**src/rtl/reg_file_burst_reader.sv**
```systemverilog
`default_nettype none
// ============================================================================
//  Module   : reg_file_burst_reader
//  Purpose  : Read-side sequencer for reg_file. On a start request it walks a
//             contiguous, wrapping range of register-file addresses and
//             streams the words out on a valid/ready interface, flagging the
//             final word of each burst.
//  Revision : 1.0 - initial release
// ----------------------------------------------------------------------------
//  Parameters
//    B          data width in bits (must match the reg_file instance)
//    W          address width      (must match the reg_file instance)
//  Ports
//    clk        in   1    single clock, rising edge
//    reset_n    in   1    asynchronous, active-low reset
//    start      in   1    burst request, sampled only in IDLE
//    base_addr  in   W    first address of the burst, sampled with start
//    len        in   W+1  number of words (0 allowed), sampled with start
//    r_addr     out  W    read address to reg_file
//    r_data     in   B    combinational read data from reg_file
//    dout       out  B    registered output word
//    dout_valid out  1    dout holds a word not yet accepted
//    dout_ready in   1    consumer accepts dout when high with dout_valid
//    dout_last  out  1    dout is the final word of the burst
//    busy       out  1    high in every state except IDLE
//    done_tick  out  1    one-cycle pulse at burst end
// ============================================================================
module reg_file_burst_reader #(
  parameter int B = 8,
  parameter int W = 2
) (
  input  logic         clk,
  input  logic         reset_n,
  input  logic         start,
  input  logic [W-1:0] base_addr,
  input  logic [W:0]   len,
  output logic [W-1:0] r_addr,
  input  logic [B-1:0] r_data,
  output logic [B-1:0] dout,
  output logic         dout_valid,
  input  logic         dout_ready,
  output logic         dout_last,
  output logic         busy,
  output logic         done_tick
);

  typedef enum logic [1:0] {
    IDLE = 2'd0,
    LOAD = 2'd1,
    SEND = 2'd2,
    DONE = 2'd3
  } state_t;

  localparam logic [W:0]   REM_ZERO  = '0;
  localparam logic [W:0]   REM_ONE   = {{W{1'b0}}, 1'b1};
  localparam logic [W-1:0] ADDR_STEP = {{(W-1){1'b0}}, 1'b1};

  state_t         state;
  logic [W-1:0]   addr_reg;
  logic [W:0]     rem_reg;
  logic [B-1:0]   dout_reg;
  logic           dout_valid_reg;
  logic           dout_last_reg;

  // A word is consumed only when the consumer sees it valid.
  logic           handshake;
  assign handshake = dout_valid_reg & dout_ready;

  always_ff @(posedge clk or negedge reset_n) begin
    if (!reset_n) begin
      state          <= IDLE;
      addr_reg       <= '0;
      rem_reg        <= '0;
      dout_reg       <= '0;
      dout_valid_reg <= 1'b0;
      dout_last_reg  <= 1'b0;
    end else begin
      case (state)
        IDLE: begin
          if (start) begin
            if (len != REM_ZERO) begin
              addr_reg <= base_addr;
              rem_reg  <= len;
              state    <= LOAD;
            end else begin
              // Empty burst: report completion without emitting a word.
              state <= DONE;
            end
          end
        end

        LOAD: begin
          // r_data is sampled before reg_file commits a same-edge write,
          // so a concurrent write to this address yields the old word.
          dout_reg       <= r_data;
          dout_valid_reg <= 1'b1;
          dout_last_reg  <= (rem_reg == REM_ONE);
          addr_reg       <= addr_reg + ADDR_STEP;
          rem_reg        <= rem_reg - REM_ONE;
          state          <= SEND;
        end

        SEND: begin
          if (handshake) begin
            if (rem_reg == REM_ZERO) begin
              dout_valid_reg <= 1'b0;
              dout_last_reg  <= 1'b0;
              state          <= DONE;
            end else begin
              // Back-to-back refill keeps one word per cycle.
              dout_reg       <= r_data;
              dout_valid_reg <= 1'b1;
              dout_last_reg  <= (rem_reg == REM_ONE);
              addr_reg       <= addr_reg + ADDR_STEP;
              rem_reg        <= rem_reg - REM_ONE;
            end
          end
        end

        DONE: begin
          state <= IDLE;
        end

        default: begin
          state <= IDLE;
        end
      endcase
    end
  end

  assign r_addr     = addr_reg;
  assign dout       = dout_reg;
  assign dout_valid = dout_valid_reg;
  assign dout_last  = dout_last_reg;
  assign busy       = (state != IDLE);
  assign done_tick  = (state == DONE);

endmodule
`default_nettype wire
```
**config.mk**
```make
export PLATFORM = sky130hd
export DESIGN_NAME = reg_file_burst_reader
export DESIGN_NICKNAME = d
export VERILOG_FILES = /design/src/rtl/reg_file_burst_reader.sv
export SDC_FILE = /design/constraint.sdc
export NUM_CORES = 1
export LEC_CHECK = 0
export ABC_AREA = 1
export CORE_MARGIN = 2
export CORE_UTILIZATION = 46
export CTS_BUF_LIST = sky130_fd_sc_hd__clkbuf_4 sky130_fd_sc_hd__clkbuf_8 sky130_fd_sc_hd__clkbuf_16
export DETAILED_ROUTE_END_ITERATION = 6
export GPL_TIMING_DRIVEN = 0
export PLACE_DENSITY_LB_ADDON = 0.08
export RECOVER_POWER = 100
export SYNTH_ARGS = -nofsm -noshare
export SYNTH_HDL_FRONTEND = slang
export SYNTH_SLANG_ARGS = --single-unit
```
**constraint.sdc**
```tcl
create_clock -name clk -period 2.1 [get_ports clk]
set_clock_uncertainty 0.2 [all_clocks]
set_input_delay 0.42 -clock clk [delete_from_list [all_inputs] [get_ports clk]]
set_output_delay 0.42 -clock clk [all_outputs]
set_load 0.02 [all_outputs]
```
==> impl_metrics.tcl <==
set metrics [dict create \
    status "completed" \
    io_pins 31 \
    ff2ff_path_depth 6 \
    htreeDepth 1 \
    num_vias 875 \
    netlist_area_um2 1020 \
    cts_root_buf "clkbuf_4" \
    dieArea_um2 2609 \
    fmax_mhz 492.5 \
    setup_viol 0 \
    hold_buffers 0 \
    vdd_drop_max_mv 0.3361 \
    avgRoutedWirePerCell_um 10.81 \
    yosysUniqueCellTypes 17 \
    synth-edff-count 0 \
    num_antenna_cells 0 \
    area_growth_pct 34.23 \
    setup_tns_ps 0 \
    synth_top_area_cell "dfrtp_1" \
    grt_antenna_before_repair 0 \
    worstPathMaxFanout 4 \
    worstHoldStart "rem_reg[1]$_DFFE_PN0P_" \
    path_class "flip-flop to primary output" \
    synth_top_cells_by_area "dfrtp_1 42%, nand2_1 17%, ha_1 9.8%" \
    hpwlAfterDp_mm 1.538 \
    yosysTopAreaCellShare_pct 41.72 \
    grt-ovfl-total 0 \
    core_um2 2148 \
    largest_reg_flops 8 \
    fin_crit_ps 2030 \
    yosys_warnings 0 \
    die_h_um 51.08 \
    ant_nets 0 \
    whs_endpoint "rem_reg[1]$_DFFE_PN0P_" \
    ys_ff_latch 17 \
    vias_per_cell 4.704 \
    initial_utilization_pct 47.47 \
    initialDrtViolationCount 16 \
    hold_path.class "flip-flop to flip-flop" \
    hold_viol 0 \
    pre_cts_ws_ps 133.4 \
    reg2reg_slack_ps 260 \
    cts_setup_buffers 0 \
    drive_above_1_share_pct 9.494 \
    worst_setup_path_end_kind "primary output" \
    drc 0 \
    period_share_pct 96.68 \
    yosysSeqAreaShare_pct 41.72 \
    synth-async-reset-ratio_pct 100.0 \
    fill_cells 202 \
    rsz0062_at_grt "false" \
    port_buffers 30 \
    clkTransAtPathRegs_ps 110 \
    clock_path_buffers 2 \
    place_congestion 0.7879 \
    worstPathArrival_ps 1410 \
    grt_pass1_wl_mm 3.594 \
    syn_nets 149 \
    worstSkewPairLatency_ps 300 \
    maxCapViolCount 0 \
    fin_cells 186 \
    synth.most_common_cell "nand2_1" \
    numCtsBuffers 3 \
    final_max_slew_viol_count 0 \
    cp.required_ps 1480 \
    leakage_nw 0.7278 \
    cts_tree "built" \
    avgSynthCellArea_um2 8.224 \
    critPathLaunchType "flip-flop" \
    num_rows 17 \
    ys_top_cells_by_count "45 x nand2_1, 17 x dfrtp_1, 12 x inv_1" \
    ys.flop_type "dfrtp_1" \
    r2r_end "dout[0]$_DFFE_PN0P_" \
    die_w_um 51.08 \
    placed_cells 182 \
    powerDensity_nw_per_um2 400.1 \
    final.setup.worst_slack_ps 69.62 \
    grt_pass1_vias 874 \
    worst_slew_pin_slew_ps 775.5 \
    nNetsFinal 184 \
    wl_mm 2.011 \
    slew_headroom_pct 48.13 \
    syn_inst 124 \
    grt.total_usage_pct 18.48 \
    r2r_start "state[1]$_DFFE_PN0P_" \
    numClockSinks 17 \
    grt_max_degree 18 \
    hold_path_depth 2 \
    first_pass_iters 4 \
]
-- area by class of cell --
cell class	count	area [um2]	share of cell area [%]
well taps	28	35.03	2.559
clock buffers	3	22.52	1.645
flip-flops and latches	17	425.4	31.08
multi-input cells	92	523.0	38.21
repair buffers	30	297.8	21.76
clock inverters	1	5.005	0.3656
inverters	14	55.05	4.022
plain buffers	1	5.005	0.3656
-- worst max-delay path by stage --
stage | cells after the start | end | from
floorplan | 7 | r_addr[0]$_DFFE_PN0P_ | state[1]$_DFFE_PN0P_
global route | 4 | busy | state[0]$_DFFE_PN0P_
global placement | 4 | busy | state[0]$_DFFE_PN0P_
finish | 4 | busy | state[0]$_DFFE_PN0P_
detailed placement | 4 | busy | state[0]$_DFFE_PN0P_
CTS | 4 | busy | state[0]$_DFFE_PN0P_
-- layout by cell type (no fill, tap or decap), types with 2 or more instances in the layout --
cell and n:
nand2_1 46, dfrtp_1 17, o21ai_0 15, clkdlybuf4s50_1 15, dlygate4sd3_1 13, inv_1 12, nand3_1 8, ha_1 7
nor2_1 5, nand2_4 3, clkbuf_4 3, nor2_8 2, dlygate4sd2_1 2
-- repair_timing --
action | 4_1_cts | 5_1_grt
cloned | 0 | 0
resized for setup | 2 | 1
endpoints found under the setup margin | 2 | 1
-- power breakdown --
group	switching (W)	internal [W]	leakage, nW
registers	0	0.000327	0.206
clock network	0.000112	0.0000709	0.0177
logic	0.0000115	0.0000259	0.504
-- cells by family after synthesis --
family	synth area share, %
simple gates	33.62
fa+ha+maj	9.816
buf+inv	6.503
compound gates	8.342
flops	41.72
-- critical path: stages, from the launching register on --
cell,delay (ps)
dfrtp_1,420
inv_1,130
ha_2,220
inv_1,40
dlygate4sd2_1,310
-- through the flow --
step                hold slack [ps]  area (um2)  power [W]  util (%)
floorplan                    -75.59        1020  0.0003352         -
global placement              258.6        1355  0.0003721     63.08
detailed placement            260.6        1355  0.0003722     63.08
CTS                           292.5        1380  0.0005548     64.24
global route                  334.5        1369  0.0005688     63.72
finish                        291.2        1369  0.0005477     63.72
-- metal layers --
metal / vias to the layer above / routed length, um / track usage [%]
met5: - / 0 / 0
met4: 0 / 17 / 8.108
met3: 2 / 76 / 3.801
met2: 17 / 977 / 30.95
met1: 399 / 939 / 22.85
li1: 457 / - / -
Power figures use the tool's default switching activity.
